==> config.mk <==
export PLATFORM = sky130hd
export DESIGN_NAME = lenet_feeder
export DESIGN_NICKNAME = d
export VERILOG_FILES = /design/src/rtl/lenet_feeder.sv
export SDC_FILE = /design/constraint.sdc
export NUM_CORES = 1
export LEC_CHECK = 0
export ABC_AREA = 1
export BUFFER_PORTS_ARGS = -buffer_cell sky130_fd_sc_hd__buf_2
export CAP_MARGIN = 10
export CORE_ASPECT_RATIO = 0.6
export CORE_UTILIZATION = 30
export DETAILED_ROUTE_END_ITERATION = 10
export GPL_ROUTABILITY_DRIVEN = 0
export PLACE_DENSITY = 0.5
export SYNTH_ARGS = -nofsm -noshare
export SYNTH_HDL_FRONTEND = slang
export SYNTH_SLANG_ARGS = --single-unit
==> constraint.sdc <==
create_clock -name clk25 -period 9.4 [get_ports clk25]
set_input_delay 1.88 -clock clk25 [delete_from_list [all_inputs] [get_ports clk25]]
set_output_delay 1.88 -clock clk25 [all_outputs]
set_load 0.005 [all_outputs]
==> src/rtl/lenet_feeder.sv <==
// Crops a window of the frame buffer, box-averages BLKxBLK blocks into an
// OUTDIMxOUTDIM image for the LeNet input memory, then runs one inference.
module lenet_feeder #(
  parameter int WIDTH  = 640,
  parameter int X0     = 96,
  parameter int Y0     = 16,
  parameter int BLK    = 16,
  parameter int OUTDIM = 28,
  parameter int INVERT = 1
) (
  input  logic        clk25,
  input  logic        rst_n,
  input  logic        lenet_signal,
  output logic [18:0] addr_mem0,
  input  logic [7:0]  din,
  output logic [9:0]  addr_mem2,
  output logic [7:0]  data_mem2,
  output logic        we_mem2,
  output logic        lenet_go,
  input  logic        lenet_ready,
  input  logic [3:0]  lenet_digit,
  output logic [3:0]  digit,
  output logic        digit_valid,
  output logic        busy
);
  localparam int KW = $clog2(BLK*BLK);
  localparam int SH = $clog2(BLK);
  localparam int OW = $clog2(OUTDIM);
  localparam logic [KW-1:0] K_LAST = KW'(BLK*BLK-1);
  localparam logic [KW-1:0] K_MASK = KW'(BLK-1);
  localparam logic [OW-1:0] O_LAST = OW'(OUTDIM-1);

  typedef enum logic [2:0] {IDLE, ACCUM, LAST, WRITE, GO, WAIT} state_t;

  state_t        state_q, state_d;
  logic          meta_q, sync_q, sync_prev_q;
  logic [OW-1:0] ox_q, ox_d, oy_q, oy_d;
  logic [KW-1:0] k_q, k_d;
  logic [15:0]   sum_q, sum_d;
  logic [18:0]   addr_mem0_q, addr_mem0_d;
  logic [9:0]    addr_mem2_q, addr_mem2_d;
  logic [7:0]    data_mem2_q, data_mem2_d, avg;
  logic          we_mem2_q, lenet_go_q, busy_q;
  logic [3:0]    digit_q, digit_d;
  logic          digit_valid_q, digit_valid_d;
  logic [31:0]   row, col;
  logic          start;

  assign start = sync_q & ~sync_prev_q;

  always_comb begin
    state_d       = state_q;
    ox_d          = ox_q;
    oy_d          = oy_q;
    k_d           = k_q;
    sum_d         = sum_q;
    digit_d       = digit_q;
    digit_valid_d = digit_valid_q;
    case (state_q)
      IDLE: if (start) begin
        state_d       = ACCUM;
        ox_d          = '0;
        oy_d          = '0;
        k_d           = '0;
        sum_d         = '0;
        digit_valid_d = 1'b0;
      end
      // din lags the address by one cycle, so the first ACCUM cycle has nothing to add
      ACCUM: begin
        if (k_q != '0) sum_d = sum_q + 16'(din);
        if (k_q == K_LAST) state_d = LAST;
        else               k_d = k_q + 1'b1;
      end
      LAST: begin
        sum_d   = sum_q + 16'(din);
        state_d = WRITE;
      end
      WRITE: begin
        sum_d   = '0;
        k_d     = '0;
        state_d = ACCUM;
        if (ox_q == O_LAST) begin
          ox_d = '0;
          if (oy_q == O_LAST) begin
            oy_d    = '0;
            state_d = GO;
          end else begin
            oy_d = oy_q + 1'b1;
          end
        end else begin
          ox_d = ox_q + 1'b1;
        end
      end
      GO:   state_d = WAIT;
      WAIT: if (lenet_ready) begin
        digit_d       = lenet_digit;
        digit_valid_d = 1'b1;
        state_d       = IDLE;
      end
      default: state_d = IDLE;
    endcase

    // Outputs are registered, so they are computed from the next-cycle state.
    row = 32'(Y0) + 32'(oy_d) * 32'(BLK) + 32'(k_d >> SH);
    col = 32'(X0) + 32'(ox_d) * 32'(BLK) + 32'(k_d & K_MASK);
    addr_mem0_d = (state_d == ACCUM) ? 19'(row * 32'(WIDTH) + col) : addr_mem0_q;

    avg         = 8'(sum_d >> KW);
    addr_mem2_d = addr_mem2_q;
    data_mem2_d = data_mem2_q;
    if (state_d == WRITE) begin
      addr_mem2_d = 10'(32'(oy_q) * 32'(OUTDIM) + 32'(ox_q));
      data_mem2_d = (INVERT != 0) ? 8'd255 - avg : avg;
    end
  end

  always_ff @(posedge clk25 or negedge rst_n) begin
    if (!rst_n) begin
      state_q       <= IDLE;
      meta_q        <= 1'b0;
      sync_q        <= 1'b0;
      sync_prev_q   <= 1'b0;
      ox_q          <= '0;
      oy_q          <= '0;
      k_q           <= '0;
      sum_q         <= '0;
      addr_mem0_q   <= '0;
      addr_mem2_q   <= '0;
      data_mem2_q   <= '0;
      we_mem2_q     <= 1'b0;
      lenet_go_q    <= 1'b0;
      busy_q        <= 1'b0;
      digit_q       <= '0;
      digit_valid_q <= 1'b0;
    end else begin
      state_q       <= state_d;
      meta_q        <= lenet_signal;
      sync_q        <= meta_q;
      sync_prev_q   <= sync_q;
      ox_q          <= ox_d;
      oy_q          <= oy_d;
      k_q           <= k_d;
      sum_q         <= sum_d;
      addr_mem0_q   <= addr_mem0_d;
      addr_mem2_q   <= addr_mem2_d;
      data_mem2_q   <= data_mem2_d;
      we_mem2_q     <= (state_d == WRITE);
      lenet_go_q    <= (state_d == GO);
      busy_q        <= (state_d != IDLE);
      digit_q       <= digit_d;
      digit_valid_q <= digit_valid_d;
    end
  end

  assign addr_mem0   = addr_mem0_q;
  assign addr_mem2   = addr_mem2_q;
  assign data_mem2   = data_mem2_q;
  assign we_mem2     = we_mem2_q;
  assign lenet_go    = lenet_go_q;
  assign busy        = busy_q;
  assign digit       = digit_q;
  assign digit_valid = digit_valid_q;
endmodule
==> impl_metrics.tcl, run 1 <==
set metrics [dict create \
    routed_wl_um 13700 \
    synth_top_family_by_area "simple AND/OR/NAND/NOR gates" \
    crit_start "state_q[2]" \
    seq_area_frac_synth_pct 37.9 \
    layout-drive-gt1-share_pct 14.2 \
    fmax_ghz 0.246 \
    stdcell_area_um2 6480 \
    synthAdderAreaFrac_pct 12.9 \
    synth.area.mux_share_pct 0.802 \
    powerDensity_nw_per_um2 203 \
    ys.flop_type "dfrtp_1" \
    cts_root_buf "clkbuf_16" \
    finalSetupViolations 0 \
    clkSinkCount 85 \
    worst_setup_path_start_kind "flip-flop" \
    yosysTopAreaCellShare_pct 37.9 \
    worst_slew_pin_slew_ps 976 \
    h-tree-depth 3 \
    slew_headroom_pct 34.9 \
    place_area_um2 6180 \
    synth_edf_count 0 \
    p_sw_share_pct 38.4 \
    pwr-share-clk_pct 27.8 \
    cts_setup_buffers 0 \
    grt_pass1_wl_um 23200 \
    p_seq_share_pct 37.6 \
    synth-simple-area-share_pct 27.9 \
    intPower_uw 811 \
    synthTopCellsByArea "dfrtp_1, nand2_1, ha_1, inv_1, nand3_1" \
    min_period_over_period_pct 43.2 \
    synthesis.area_um2 5620 \
    cp.arrival_ps 4290 \
    syn2layout_area_growth_pct 15.4 \
    grt_pass1_vias 4430 \
    overflow 0 \
    synth_nets 794 \
    drv_cap 0 \
    ir_worst_vdd_v 0.0000897 \
    netlist_instances 725 \
    clk_path_buf_depth 2 \
    cts_buffers 9 \
    dr_total_vias 4675 \
    cts_tree "done" \
    drt_iter0_drc 305 \
    n_antenna_cell 0 \
    fillers 1928 \
    hold_buffers 0 \
    clk_pin_slew_ps 70 \
    die-area_um2 19300 \
    skew_ps 12.2 \
    cts-resized-gates 0 \
    drc 0 \
    place.detailed.hpwl_um 10500 \
    synthArstFlopShare_pct 100 \
    rsz0062_at_grt "no" \
    required_ps 9630 \
    regArea_um2 2130 \
    avgRoutedWirePerCell_um 13.2 \
    ys_ff_latch 85 \
    postRouteAntennaNets 0 \
    die_w_um 179 \
    cp_max_fo 8 \
    finalHoldViolCount 0 \
    synth-xor-area-share_pct 3.43 \
    core.rowCount 38 \
    io_pins 61 \
    hold_path_class "flip-flop to flip-flop" \
    first_pass_iters 5 \
    yosysTopAreaCell "dfrtp_1" \
    multiInputGateArea_um2 3060 \
    core_um2 18200 \
    synth.most_common_cell "nand2_1" \
    nNetsFinal 860 \
    antenna_found_initial 0 \
    r2r-start "state_q[2]" \
    combPwrFrac_pct 34.7 \
    viasPerCell 4.52 \
    slew_violations 0 \
    power_leakage_uw 0.00345 \
    initial_core_util_pct 30.9 \
    period_minus_slack_ps 4060 \
    syn_avg_cell_area_um2 7.75 \
    numPortBuffers 60 \
    yosysUniqueCellTypes 41 \
    switchingPower_uw 505 \
    ys_top_cells_by_count "nand2_1, inv_1, dfrtp_1, nand3_1, o21ai_0" \
    min_from "meta_q" \
    setup_tns_ps 0 \
    die_h_um 108 \
    clk_latency_ps 350 \
    yosys_warnings 0 \
    synth_compound_area_share_pct 9.47 \
    grt_usage_pct 15.5 \
    status "finished clean" \
    crit_type "flip-flop to flip-flop" \
    worst_setup_path_end_kind "flip-flop" \
    grt_max_degree 76 \
]
==> layer usage <==
| metal | track usage [%] | vias to the layer above | routed length (um) |
|---|---|---|---|
| li1 | - | 2490 | - |
| met1 | 26.2 | 2092 | 8190 |
| met2 | 19.2 | 85 | 4810 |
| met3 | 2.88 | 8 | 572 |
| met4 | 3.27 | 0 | 105 |
| met5 | 0 | - | 0 |
==> layout by cell type (no fill, tap or decap), types with 6 or more instances in the layout <==
cell,n
inv_1,95
fa_1,8
o21ai_1,8
ha_1,45
nand4_1,12
a21oi_1,22
o21ai_0,51
nor2_2,6
buf_2,59
clkbuf_16,9
nand2_2,9
nand3_1,64
nor3_1,7
xor2_1,10
xnor2_1,12
nand2_1,200
dfrtp_1,85
nor2_1,44
==> area by class of cell <==
| class | count | area share, % |
|---|---|---|
| flip-flops and latches | 85 | 32.8 |
| repair buffers | 62 | 4.90 |
| clock inverters | 6 | 1.12 |
| well taps | 240 | 4.63 |
| clock buffers | 9 | 3.47 |
| multi-input cells | 532 | 47.2 |
| inverters | 101 | 5.89 |
==> path summary, 6_finish.rpt <==
check / to / slack, ps / cells after the start
max in group asynchronous: addr_mem2[4] / 6850 / 2
worst max-delay path: addr_mem0[18] / 5340 / 24
worst min register to register: sync_q / 350 / 0
worst max register to register: addr_mem0[18] / 5340 / 24
worst min-delay path: sync_q / 350 / 0
min in group asynchronous: sum_q[4] / 1350 / 1
==> power groups by stage <==
stage / Combinational (uW) / Sequential, uW / Clock [uW]
finish: 456 / 494 / 365
global route: 537 / 505 / 392
CTS: 461 / 493 / 382
detailed placement: 459 / 499 / 0
global placement: 461 / 500 / 0
floorplan: 338 / 492 / 0
==> per-stage QoR <==
step	total power [uW]	worst slack (ps)	util, %	hold WS [ps]	cells
global route	1430	4860	35.6	370	1035
CTS	1340	5380	35.6	352	1035
finish	1320	5340	35.6	350	1035
floorplan	830	5930	-	331	725
global placement	961	5410	34.0	341	1020
detailed placement	958	5410	34.0	339	1020
==> flip-flops by register name (all words and copies together) (netlist names) <==
signal,count
addr_mem0,19
sum_q,16
addr_mem2,10
data_mem2,8
k_q,8
ox_q,5
oy_q,5
digit,4
state_q,3
busy,1
digit_valid,1
lenet_go,1
meta_q,1
sync_prev_q,1
sync_q,1
we_mem2,1
==> worst max-delay path, stage by stage (launching register included) <==
cell and delay, ps:
dfrtp_1 480, nor2_2 200, nand3_1 160, nand2_4 190, inv_4 70, nor2_1 100, inv_1 80, o21ai_0 450
ha_1 230, ha_1 210, inv_1 70, fa_1 410, inv_1 110, nand3_1 70, nand2_1 110, or2_2 110
nand2_1 90, nor2_1 250, nand2_1 80, nor2_1 80, nand2_1 50, nand2_1 60, nand2_1 120, nand2_1 90
nand2_1 50
==> logic make-up (layout without fill, tap and decap cells) <==
family          count (synthesis)  in the layout
flops                          85             85
xor+xnor                       22             22
simple gates                  357            357
compound gates                 96             96
buf+inv                       108            178
mux                             4              4
fa+ha+maj                      53             53
Note: power is estimated with default switching activity, not from simulation.
==> run 2: changes to the inputs <==
==> constraint.sdc (replaced) <==
create_clock -name clk25 -period 4.05 [get_ports clk25]
set_input_delay 0.81 -clock clk25 [delete_from_list [all_inputs] [get_ports clk25]]
set_output_delay 0.81 -clock clk25 [all_outputs]
set_load 0.005 [all_outputs]
==> run 2 against run 1 <==
- cell area up 1.9%
- global-route usage about the same
- largest cell class unchanged
- worst setup slack worse by 4900 ps
- total power up 140%
==> impl_metrics.tcl, run 2 (synthesized netlist as in run 1, its figures left out) <==
set metrics [dict create \
    r2r-start "k_q[0]" \
    first_pass_iters 5 \
    place_area_um2 6240 \
    cts_tree "done" \
    grt_pass1_vias 4529 \
    clk_pin_slew_ps 70 \
    initial_core_util_pct 30.9 \
    die_h_um 108 \
    crit_type "flip-flop to flip-flop" \
    period_minus_slack_ps 3660 \
    min_period_over_period_pct 90.3 \
    clkSinkCount 85 \
    finalHoldViolCount 0 \
    status "finished clean" \
    final_cell_mix "nand2_1, inv_1, dfrtp_1, nand3_1, buf_2" \
    finalSetupViolations 0 \
    slew_violations 0 \
    layout-drive-gt1-share_pct 16.3 \
    cts_root_buf "clkbuf_16" \
    dr_total_vias 4802 \
    multiInputGateArea_um2 3090 \
    io_pins 61 \
    drt_iter0_drc 290 \
    avgRoutedWirePerCell_um 13.2 \
    setup_tns_ps 0 \
    cp.arrival_ps 3900 \
    worst_setup_path_start_kind "flip-flop" \
    drc 0 \
    power_leakage_uw 0.00351 \
    antenna_found_initial 0 \
    syn2layout_area_growth_pct 17.5 \
    drv_cap 0 \
    worst_slew_pin_slew_ps 893 \
    post-route-util_pct 36.3 \
    slew_headroom_pct 40.5 \
    viasPerCell 4.60 \
    fmax_ghz 0.273 \
    nNetsFinal 869 \
    cp_max_fo 8 \
    h-tree-depth 3 \
    required_ps 4300 \
    fillers 1902 \
    n_antenna_cell 0 \
    clk_latency_ps 350 \
    clk_path_buf_depth 2 \
    cts_buffers 9 \
    core_um2 18200 \
    routed_wl_um 13800 \
    skew_ps 9.95 \
    stdcell_area_um2 6600 \
    worst_setup_path_end_kind "flip-flop" \
    core.rowCount 38 \
    die-area_um2 19300 \
    min_from "meta_q" \
    hold_path_class "flip-flop to flip-flop" \
    largest_register_ffs 19 \
    overflow 0 \
    numPortBuffers 60 \
    die_w_um 179 \
    powerDensity_nw_per_um2 474 \
    regArea_um2 2130 \
    crit_start "k_q[0]" \
    layout_commonest_cell "nand2_1" \
    postRouteAntennaNets 0 \
    grt_usage_pct 15.5 \
    grt_max_degree 69 \
    ir_worst_vdd_v 0.000222 \
    grt_pass1_wl_um 23300 \
    place.detailed.hpwl_um 10700 \
]
run 2: critical path: stages (launching register included):
cell and delay [ps]:
dfrtp_1 400, ha_1 220, nand4_1 130, nor2_1 180
nand2_2 130, nand2_4 140, nor2_4 50, nand2_1 80
nand3_1 70, o21ai_1 160, ha_1 290, ha_1 240
inv_1 80, fa_1 240, inv_1 70, nand3_1 70
nand2_1 80, or2_2 270, nand2_1 130, inv_1 90
nand3_1 90, nor2_1 40, nand2_1 60, nand2_1 50
nand2_1 50, nand2_1 50, nand2_1 50, nand2_1 50
run 2: area by class of cell:
| class | instances | area share (%) |
|---|---|---|
| clock inverter | 6 | 1.04 |
| tap | 240 | 4.55 |
| inverter | 101 | 5.78 |
| multi-input combinational | 532 | 46.8 |
| timing repair buffer | 71 | 6.03 |
| clock buffer | 10 | 3.47 |
| sequential | 85 | 32.3 |
run 2: path summary, 6_finish.rpt:
path	to	slack, ps	cells after the start
worst max-delay path	addr_mem0[16]	390	27
worst min-delay path	sync_q	350	0
worst max register to register	addr_mem0[16]	390	27
worst min register to register	sync_q	350	0
max in group asynchronous	addr_mem0[6]	2660	2
min in group asynchronous	sum_q[13]	570	1
run 2: metal layers:
metal | global-route usage [%] | vias to the layer above | wire, um | share of wire, %
li1 | - | 2509 | - | -
met1 | 25.2 | 2177 | 8050 | 58
met2 | 20.0 | 105 | 4890 | 35
met3 | 3.38 | 11 | 695 | 5.0
met4 | 3.57 | 0 | 140 | 1.0
met5 | 0 | - | 0 | 0
run 2: what timing repair did:
action / in CTS / in global routing
endpoints found under the setup margin: 0 / 5
hold buffers: 0 / 0
gates resized for setup: 0 / 15
buffers inserted: 0 / 2
run 2: where the power goes:
group | leakage [uW] | internal (uW) | switching (uW) | total, uW
clock | 0.000144 | 484 | 367 | 851
sequential | 0.00110 | 1030 | 125 | 1150
combinational | 0.00226 | 419 | 710 | 1130
total | 0.00351 | 1930 | 1200 | 3130
run 2: stage by stage:
stage / hold slack (ps) / instances / worst slack [ps] / power, uW
2_1_floorplan: 331 / 725 / 674 / 1930
3_3_place_gp: 334 / 1027 / 313 / 2250
3_5_place_dp: 344 / 1027 / 198 / 2250
4_1_cts: 358 / 1043 / 185 / 3120
5_1_grt: 366 / 1045 / -7.50 / 3390
6_report: 352 / 1045 / 392 / 3130
